==> config.mk <==
export PLATFORM = sky130hd
export DESIGN_NAME = seq_detect_1011_flat
export DESIGN_NICKNAME = d
export VERILOG_FILES = /design/src/rtl/seq_detect_1011_if.sv /design/src/rtl/seq_detect_1011.sv /design/src/flat_wrapper.sv
export SDC_FILE = /design/constraint.sdc
export NUM_CORES = 1
export LEC_CHECK = 0
export ABC_AREA = 1
export CORE_AREA = 2 2 40 49
export DETAILED_ROUTE_END_ITERATION = 7
export DIE_AREA = 0 0 42 51
export HOLD_SLACK_MARGIN = 0.05
export PLACE_DENSITY = 0.8
export SLEW_MARGIN = 20
export SYNTH_ARGS = -nofsm -noshare
export SYNTH_HDL_FRONTEND = slang
export SYNTH_SLANG_ARGS = --single-unit
export TNS_END_PERCENT = 5
==> constraint.sdc <==
create_clock -name clk -period 1.5 [get_ports clk]
set_input_delay 0.3 -clock clk [delete_from_list [all_inputs] [get_ports clk]]
set_output_delay 0.3 -clock clk [all_outputs]
set_load 0.01 [all_outputs]
==> src/rtl/seq_detect_1011_if.sv <==
// Serial-bit input, match pulse and counter outputs of the 1011 detector.
// The master side drives the bit stream and the slave side is the detector.
interface seq_detect_1011_if #(
  parameter int CNT_W = 8
);
  logic             din;
  logic             en;
  logic             clear;
  logic             match;
  logic [CNT_W-1:0] match_cnt;
  logic             cnt_sat;
  logic [2:0]       state;

  modport master (
    output din, en, clear,
    input  match, match_cnt, cnt_sat, state
  );

  modport slave (
    input  din, en, clear,
    output match, match_cnt, cnt_sat, state
  );
endinterface

==> src/rtl/seq_detect_1011.sv <==
// Overlapping 1011 Moore detector with saturating match counter; match rises one clock after the final 1.
// No backpressure: a bit is consumed on every edge with en=1, and en=0 simply freezes the FSM.
module seq_detect_1011 #(
  parameter int CNT_W = 8
) (
  input  logic                clk,
  input  logic                reset,
  seq_detect_1011_if.slave    bus
);

  typedef enum logic [2:0] {
    S0    = 3'd0,
    S1    = 3'd1,
    S10   = 3'd2,
    S101  = 3'd3,
    S1011 = 3'd4
  } state_e;

  localparam logic [CNT_W-1:0] CNT_ONE = {{(CNT_W-1){1'b0}}, 1'b1};

  state_e           state_q, state_d;
  logic             match_q, match_d;
  logic [CNT_W-1:0] cnt_q, cnt_d;
  logic             sat_q, sat_d;

  always_ff @(posedge clk) begin
    if (!reset) begin
      state_q <= S0;
      match_q <= 1'b0;
      cnt_q   <= '0;
      sat_q   <= 1'b0;
    end else begin
      state_q <= state_d;
      match_q <= match_d;
      cnt_q   <= cnt_d;
      sat_q   <= sat_d;
    end
  end

  always_comb begin
    state_d = state_q;
    match_d = 1'b0;
    cnt_d   = cnt_q;

    case (state_q)
      S0:      if (bus.en) state_d = bus.din ? S1    : S0;
      S1:      if (bus.en) state_d = bus.din ? S1    : S10;
      S10:     if (bus.en) state_d = bus.din ? S101  : S0;
      S101:    if (bus.en) state_d = bus.din ? S1011 : S10;
      S1011:   if (bus.en) state_d = bus.din ? S1    : S10;
      // Codes 5-7 recover to idle even while en is low.
      default: state_d = S0;
    endcase

    // S1011 has no self-loop, so this fires only on the entering edge.
    match_d = bus.en && (state_d == S1011);

    // A detection on a clearing edge is kept as the first count.
    if (bus.clear) begin
      cnt_d = match_d ? CNT_ONE : '0;
    end else if (match_d && !sat_q) begin
      cnt_d = cnt_q + CNT_ONE;
    end

    sat_d = &cnt_d;
  end

  assign bus.match     = match_q;
  assign bus.match_cnt = cnt_q;
  assign bus.cnt_sat   = sat_q;
  assign bus.state     = state_q;

endmodule

==> src/flat_wrapper.sv <==
// flat-port wrapper written by rule: the top's interface ports become plain ports
module seq_detect_1011_flat 
#(
  parameter int CNT_W = 8
)
  (clk, reset, bus_din, bus_en, bus_clear, bus_match, bus_match_cnt, bus_cnt_sat, bus_state);
  seq_detect_1011_if #(.CNT_W(CNT_W)) bus_i ();
  input  logic clk;
  input  logic reset;
  input wire logic [$bits(bus_i.din)-1:0] bus_din;
  input wire logic [$bits(bus_i.en)-1:0] bus_en;
  input wire logic [$bits(bus_i.clear)-1:0] bus_clear;
  output wire logic [$bits(bus_i.match)-1:0] bus_match;
  output wire logic [$bits(bus_i.match_cnt)-1:0] bus_match_cnt;
  output wire logic [$bits(bus_i.cnt_sat)-1:0] bus_cnt_sat;
  output wire logic [$bits(bus_i.state)-1:0] bus_state;
  assign bus_i.din = bus_din;
  assign bus_i.en = bus_en;
  assign bus_i.clear = bus_clear;
  assign bus_match = bus_i.match;
  assign bus_match_cnt = bus_i.match_cnt;
  assign bus_cnt_sat = bus_i.cnt_sat;
  assign bus_state = bus_i.state;
  seq_detect_1011 #(.CNT_W(CNT_W)) u_core (.clk(clk), .reset(reset), .bus(bus_i));
endmodule
==> results of run 1 <==
## worst reg2reg max path, delay by kind of cell (launching register included)
kind             cells  cell delay [ns]
and+or+nand+nor      8             0.89
DFF                  1             0.39
## logic make-up after synthesis
logic type,after synthesis,synth area share [%]
buffers and inverters,17,8.71
and+or+nand+nor,71,42.9
AOI/OAI and AO/OA,11,10.7
adders and majority gates,1,1.67
xor gates and xnor gates,1,1.17
DFF,13,34.8
## layout make-up
| class | instances | share of cell area [%] |
|---|---|---|
| Tap cell | 19 | 2.20 |
| Multi-Input combinational cell | 84 | 40.4 |
| Inverter | 17 | 6.26 |
| Clock buffer | 4 | 2.44 |
| Timing Repair Buffer | 30 | 23.8 |
| Sequential cell | 13 | 24.9 |
## Yosys cell counts, types with 3 or more instances
| library cell | instances |
|---|---|
| a21oi_1 | 3 |
| dfxtp_1 | 13 |
| inv_1 | 15 |
| nand2_1 | 34 |
| nand3_1 | 11 |
| nand4_1 | 3 |
| nor2_1 | 17 |
| o21ai_0 | 3 |
## sequential cells by signal (all words and copies together), names as in the netlist
| name | count |
|---|---|
| u_core.bus.cnt_sat | 1 |
| u_core.bus.match | 1 |
| u_core.bus.match_cnt | 8 |
| u_core.bus.state | 3 |
## where the power goes
part / internal (W) / switching (W) / leakage (nW)
sequential: 0.000348 / 0.00000396 / 0.108
clock: 0.000103 / 0.000116 / 0.0150
combinational: 0.0000297 / 0.0000288 / 0.366
total: 0.000481 / 0.000149 / 0.489
## per-stage QoR
stage / instance area, sq um / hold slack (ns) / worst slack, ns / setup TNS (ns) / cells
after floorplan: 747 / 0.426 / 0.179 / 0 / 114
after global placement: 1040 / 0.551 / -0.224 / -1.10 / 163
after detailed placement: 1040 / 0.587 / -0.298 / -1.48 / 163
after CTS: 1060 / 0.558 / 0.0000724 / 0 / 167
after global routing: 1080 / 0.570 / -0.00172 / -0.00172 / 167
final: 1080 / 0.559 / 0.0746 / 0 / 167
## cell usage in the layout (no fill, tap or decap), types with 2 or more instances in the layout
master,instances
dfxtp_1,6
inv_1,14
dfxtp_2,7
buf_4,13
nor2_2,2
o21ai_0,3
dlygate4sd2_1,11
clkdlybuf4s50_1,5
nor2_1,15
nand3_1,11
nand2_1,33
nand4_1,3
a21oi_2,2
clkbuf_4,3
nand2_2,2
a21oi_1,2
## layer usage
layer | share of wire (%) | GRT usage [%] | wire length [um]
met1 | 43 | 20.1 | 786
met2 | 54 | 33.9 | 990
met3 | 2.8 | 3.89 | 51
met4 | 1.1 | 13.4 | 21
met5 | 0 | 0 | 0
## worst min path at each step
| stage | startpoint | endpoint | depth (start not counted) |
|---|---|---|---|
| 2_1_floorplan | bus_clear | u_core.bus.match_cnt[7] | 3 |
| 3_3_place_gp | u_core.bus.state[1] | u_core.bus.state[1] | 2 |
| 3_5_place_dp | u_core.bus.state[1] | u_core.bus.state[1] | 2 |
| 4_1_cts | u_core.bus.state[1] | u_core.bus.state[1] | 2 |
| 5_1_grt | u_core.bus.state[1] | u_core.bus.state[1] | 2 |
| 6_report | u_core.bus.state[1] | u_core.bus.state[1] | 2 |
## what timing repair did
action,CTS,global route
gates cloned,0,0
setup endpoints to repair,12,4
setup buffers,0,0
resized for setup,19,8
hold buffers,0,0
pin swaps,0,1
==> impl_metrics.json, run 1 <==
{
  "multi_input_area_sq_um": 435,
  "cp-startpoint": "u_core.bus.match",
  "finalHoldViolCount": 0,
  "drive_above_1_share_pct": 25.0,
  "cts_buffers": 3,
  "fp.dieW_um": 42,
  "clock_path_buffers": 2,
  "critPathTopFamily": "buffers and inverters",
  "r2r_slack_ns": 0.12,
  "grt_max_degree": 10,
  "yosys.area.top_type": "dfxtp_1",
  "arrival_ns": 1.13,
  "finalPower_w": 0.000629,
  "gp_congestion": 0.904,
  "relSlewSlack_pct": 77.3,
  "area_growth_pct": 44.4,
  "yosysSeqAreaShare_pct": 34.8,
  "antenna_found_initial": 0,
  "p_leak_nw": 0.489,
  "fillerInstances": 169,
  "io_pins": 18,
  "skew_ns": 0.00185,
  "ys_warn_count": 0,
  "critPathRequiredTime_ns": 1.20,
  "cp.buffers_inverters": 1,
  "num_rows": 17,
  "clock-sinks": 13,
  "finalNetCount": 155,
  "path_cells": "clkdlybuf4s50_1",
  "critPathMaxFanout": 1,
  "status": "complete, no violations",
  "synth_top_area_share_pct": 34.8,
  "ys_ff_latch": 13,
  "synthDistinctLibCells": 23,
  "tritoncts": "built",
  "ff_latch_area_sq_um": 269,
  "peakVddDrop_uv": 386,
  "reg2reg_depth": 8,
  "grt_pass1_vias": 765,
  "n_antenna_cell": 0,
  "fin_crit_sh_pct": 95.0,
  "h-tree-depth": 1,
  "worst_setup_path_start_kind": "flip-flop",
  "die_h_um": 51,
  "synth_area_leaders": "dfxtp_1 35%, nand2_1 17%, nor2_1 8.5%",
  "syn_nets": 120,
  "io_buffers": 17,
  "overflow": 0,
  "powerDensity_nw_per_um2": 584,
  "drt_pass1_iterations": 4,
  "criticalPathCategory": "flip-flop to primary output",
  "clock_latency_ns": 0.28,
  "drv_slew": 0,
  "clk_pin_slew_worst_paths_ns": 0.08,
  "synth.cell_area_sq_um": 747,
  "setup_viol": 0,
  "drcViolationCount": 0,
  "critPathMaxStageDelay_ns": 0.53,
  "synth-edff-count": 0,
  "grt_use_total_pct": 19.2,
  "floorplan.initialDensity_pct": 43.4,
  "synth-main-ff-cell": "dfxtp_1",
  "fmax_mhz": 702,
  "maxCapViolations": 0,
  "coreArea_sq_um": 1720,
  "drt-wirelength-per-cell_um": 11.1,
  "async_reset_ff_share_pct": 0,
  "cp.depth": 1,
  "postRouteAntennaNets": 0,
  "crit_path_top_delay_cell": "clkdlybuf4s50_1",
  "die-area_sq_um": 2140,
  "worst_slew_pin_slew_ns": 0.337,
  "drt_iter0_drc": 10,
  "end_kind": "primary output",
  "drt-total-wl_mm": 1.85,
  "vias": 838,
  "grt_pass1_wl_mm": 3.11,
  "worstReg2RegEnd": "u_core.bus.cnt_sat",
  "avgSynthCellArea_sq_um": 6.55,
  "syn_inst": 114,
  "worstHoldPathType": "flip-flop to flip-flop",
  "hpwl_mm": 1.51,
  "critPathCapture": "bus_match",
  "r2r_start": "u_core.bus.state[0]",
  "root_buffer": "clkbuf_4",
  "fin_crit_ns": 1.43,
  "viasPerCell": 5.02,
  "finish.utilization_pct": 62.6
}
Power figures use the tool's default switching activity.
==> run 2: changes to the inputs <==
--- a/config.mk
+++ b/config.mk
@@ -6,11 +6,15 @@
 export NUM_CORES = 1
 export LEC_CHECK = 0
 export ABC_AREA = 1
-export CORE_AREA = 2 2 40 49
+export CELL_PAD_IN_SITES_DETAIL_PLACEMENT = 1
+export CELL_PAD_IN_SITES_GLOBAL_PLACEMENT = 1
+export CORE_AREA = 2 2 48 58
+export CTS_CLUSTER_DIAMETER = 150
+export CTS_CLUSTER_SIZE = 28
 export DETAILED_ROUTE_END_ITERATION = 7
-export DIE_AREA = 0 0 42 51
+export DIE_AREA = 0 0 50 60
 export HOLD_SLACK_MARGIN = 0.05
-export PLACE_DENSITY = 0.8
+export PLACE_DENSITY = 0.79
 export SLEW_MARGIN = 20
 export SYNTH_ARGS = -nofsm -noshare
 export SYNTH_HDL_FRONTEND = slang
==> impl_metrics.json, run 2 (synthesis gave the netlist of run 1 again) <==
{
  "n_antenna_cell": 0,
  "h-tree-depth": 1,
  "grt_pass1_wl_mm": 3.72,
  "coreArea_sq_um": 2480,
  "critPathMaxStageDelay_ns": 0.54,
  "fin_tns_setup_ns": 0,
  "cts_buffers": 3,
  "die_h_um": 60,
  "grt_use_total_pct": 16.7,
  "drt_pass1_iterations": 4,
  "critPathTopFamily": "buffers and inverters",
  "root_buffer": "clkbuf_4",
  "crit_path_top_delay_cell": "clkdlybuf4s50_1",
  "critPathRequiredTime_ns": 1.20,
  "end_kind": "primary output",
  "fillerInstances": 319,
  "vias": 892,
  "worstHoldPathType": "primary input to flip-flop",
  "layout_commonest_cell": "nand2_1",
  "num_rows": 20,
  "floorplan.initialDensity_pct": 30.2,
  "worst_slew_pin_slew_ns": 0.463,
  "clock-sinks": 13,
  "fmax_mhz": 688,
  "status": "complete, no violations",
  "io_pins": 18,
  "gp_congestion": 0.781,
  "critPathMaxFanout": 1,
  "io_buffers": 17,
  "placed_cells": 179,
  "worst_setup_path_start_kind": "flip-flop",
  "largest_reg_flops": 8,
  "overflow": 0,
  "swShare_pct": 25.1,
  "p_int_w": 0.000481,
  "finalNetCount": 164,
  "rsz0062_at_grt": "true",
  "hpwl_mm": 1.82,
  "final_cell_mix": "33 x nand2_1, 22 x buf_4, 14 x nor2_1",
  "hold_slack_ns": 0.427,
  "fin_crit_ns": 1.45,
  "finish.utilization_pct": 48.0,
  "maxCapViolations": 0,
  "relSlewSlack_pct": 68.8,
  "final_cells": 190,
  "die-area_sq_um": 3000,
  "tritoncts": "built",
  "finalHoldViolCount": 0,
  "antenna_found_initial": 0,
  "area_growth_pct": 59.3,
  "drt-total-wl_mm": 2.32,
  "drcViolationCount": 0,
  "postRouteAntennaNets": 0,
  "viasPerCell": 4.69,
  "peakVddDrop_uv": 392,
  "clock_path_buffers": 2,
  "p_leak_nw": 0.559,
  "arrival_ns": 1.15,
  "path_cells": "clkdlybuf4s50_1",
  "grt_pass1_vias": 838,
  "powerDensity_nw_per_um2": 540,
  "p_comb_share_pct": 10.2,
  "cp.buffers_inverters": 1,
  "fp.dieW_um": 50,
  "clock_latency_ns": 0.29,
  "clk_pin_slew_worst_paths_ns": 0.08,
  "fin_crit_sh_pct": 96.8,
  "drv_slew": 0,
  "drt_iter0_drc": 9,
  "power.switching_w": 0.000161,
  "criticalPathCategory": "flip-flop to primary output",
  "skew_ns": 0.00547,
  "setup_viol": 0,
  "ctsHoldBuffers": 0,
  "drive_above_1_share_pct": 31.8,
  "share_seq_of_total_power_pct": 54.1,
  "clkPwrFrac_pct": 35.7,
  "drt-wirelength-per-cell_um": 12.2,
  "grt_max_degree": 10
}
[run 2: worst paths after layout]
check / startpoint / to / slack (ns) / cells past startpoint
hold reg to reg: u_core.bus.state[1] / u_core.bus.state[1] / 0.54 / 2
setup / recovery: u_core.bus.match / bus_match / 0.05 / 1
setup reg to reg: u_core.bus.state[0] / u_core.bus.cnt_sat / 0.07 / 9
hold / removal: bus_din / u_core.bus.state[1] / 0.43 / 3
[run 2: through the flow]
| step | total power, W | worst slack, ns | instance area (sq um) |
|---|---|---|---|
| 6_report | 0.000642 | 0.0475 | 1190 |
| 5_1_grt | 0.000669 | -0.0840 | 1190 |
| 4_1_cts | 0.000654 | -0.0554 | 1090 |
| 3_5_place_dp | 0.000420 | -0.409 | 1070 |
| 3_3_place_gp | 0.000417 | -0.270 | 1070 |
| 2_1_floorplan | 0.000377 | 0.179 | 747 |
[run 2: what timing repair did]
item	CTS	global route
gates cloned	0	0
endpoints found under the setup margin	13	2
setup buffers	0	7
pin swaps	0	8
resized for setup	21	17
[run 2: power groups by stage]
stage | Sequential [W] | Clock (W) | Combinational (W)
floorplan | 0.000360 | 0 | 0.0000177
CTS | 0.000352 | 0.000243 | 0.0000594
finish | 0.000348 | 0.000229 | 0.0000656
global placement | 0.000359 | 0 | 0.0000578
detailed placement | 0.000359 | 0 | 0.0000601
global route | 0.000348 | 0.000251 | 0.0000705
[run 2: area by class of cell]
cell class	instances	area (sq um)	share of cell area, %
tap	33	41.3	3.47
sequential	13	278	23.3
inverter	17	68.8	5.78
clock buffer	4	26.3	2.21
timing repair buffer	39	328	27.5
multi-input combinational	84	448	37.6
[run 2: routing by layer]
layer / vias up / global-route usage (%) / share of wire (%)
li1: 449 / - / -
met1: 418 / 19.0 / 42
met2: 19 / 29.5 / 52
met3: 6 / 2.50 / 3.6
met4: 0 / 9.52 / 2.4
met5: - / 0 / 0
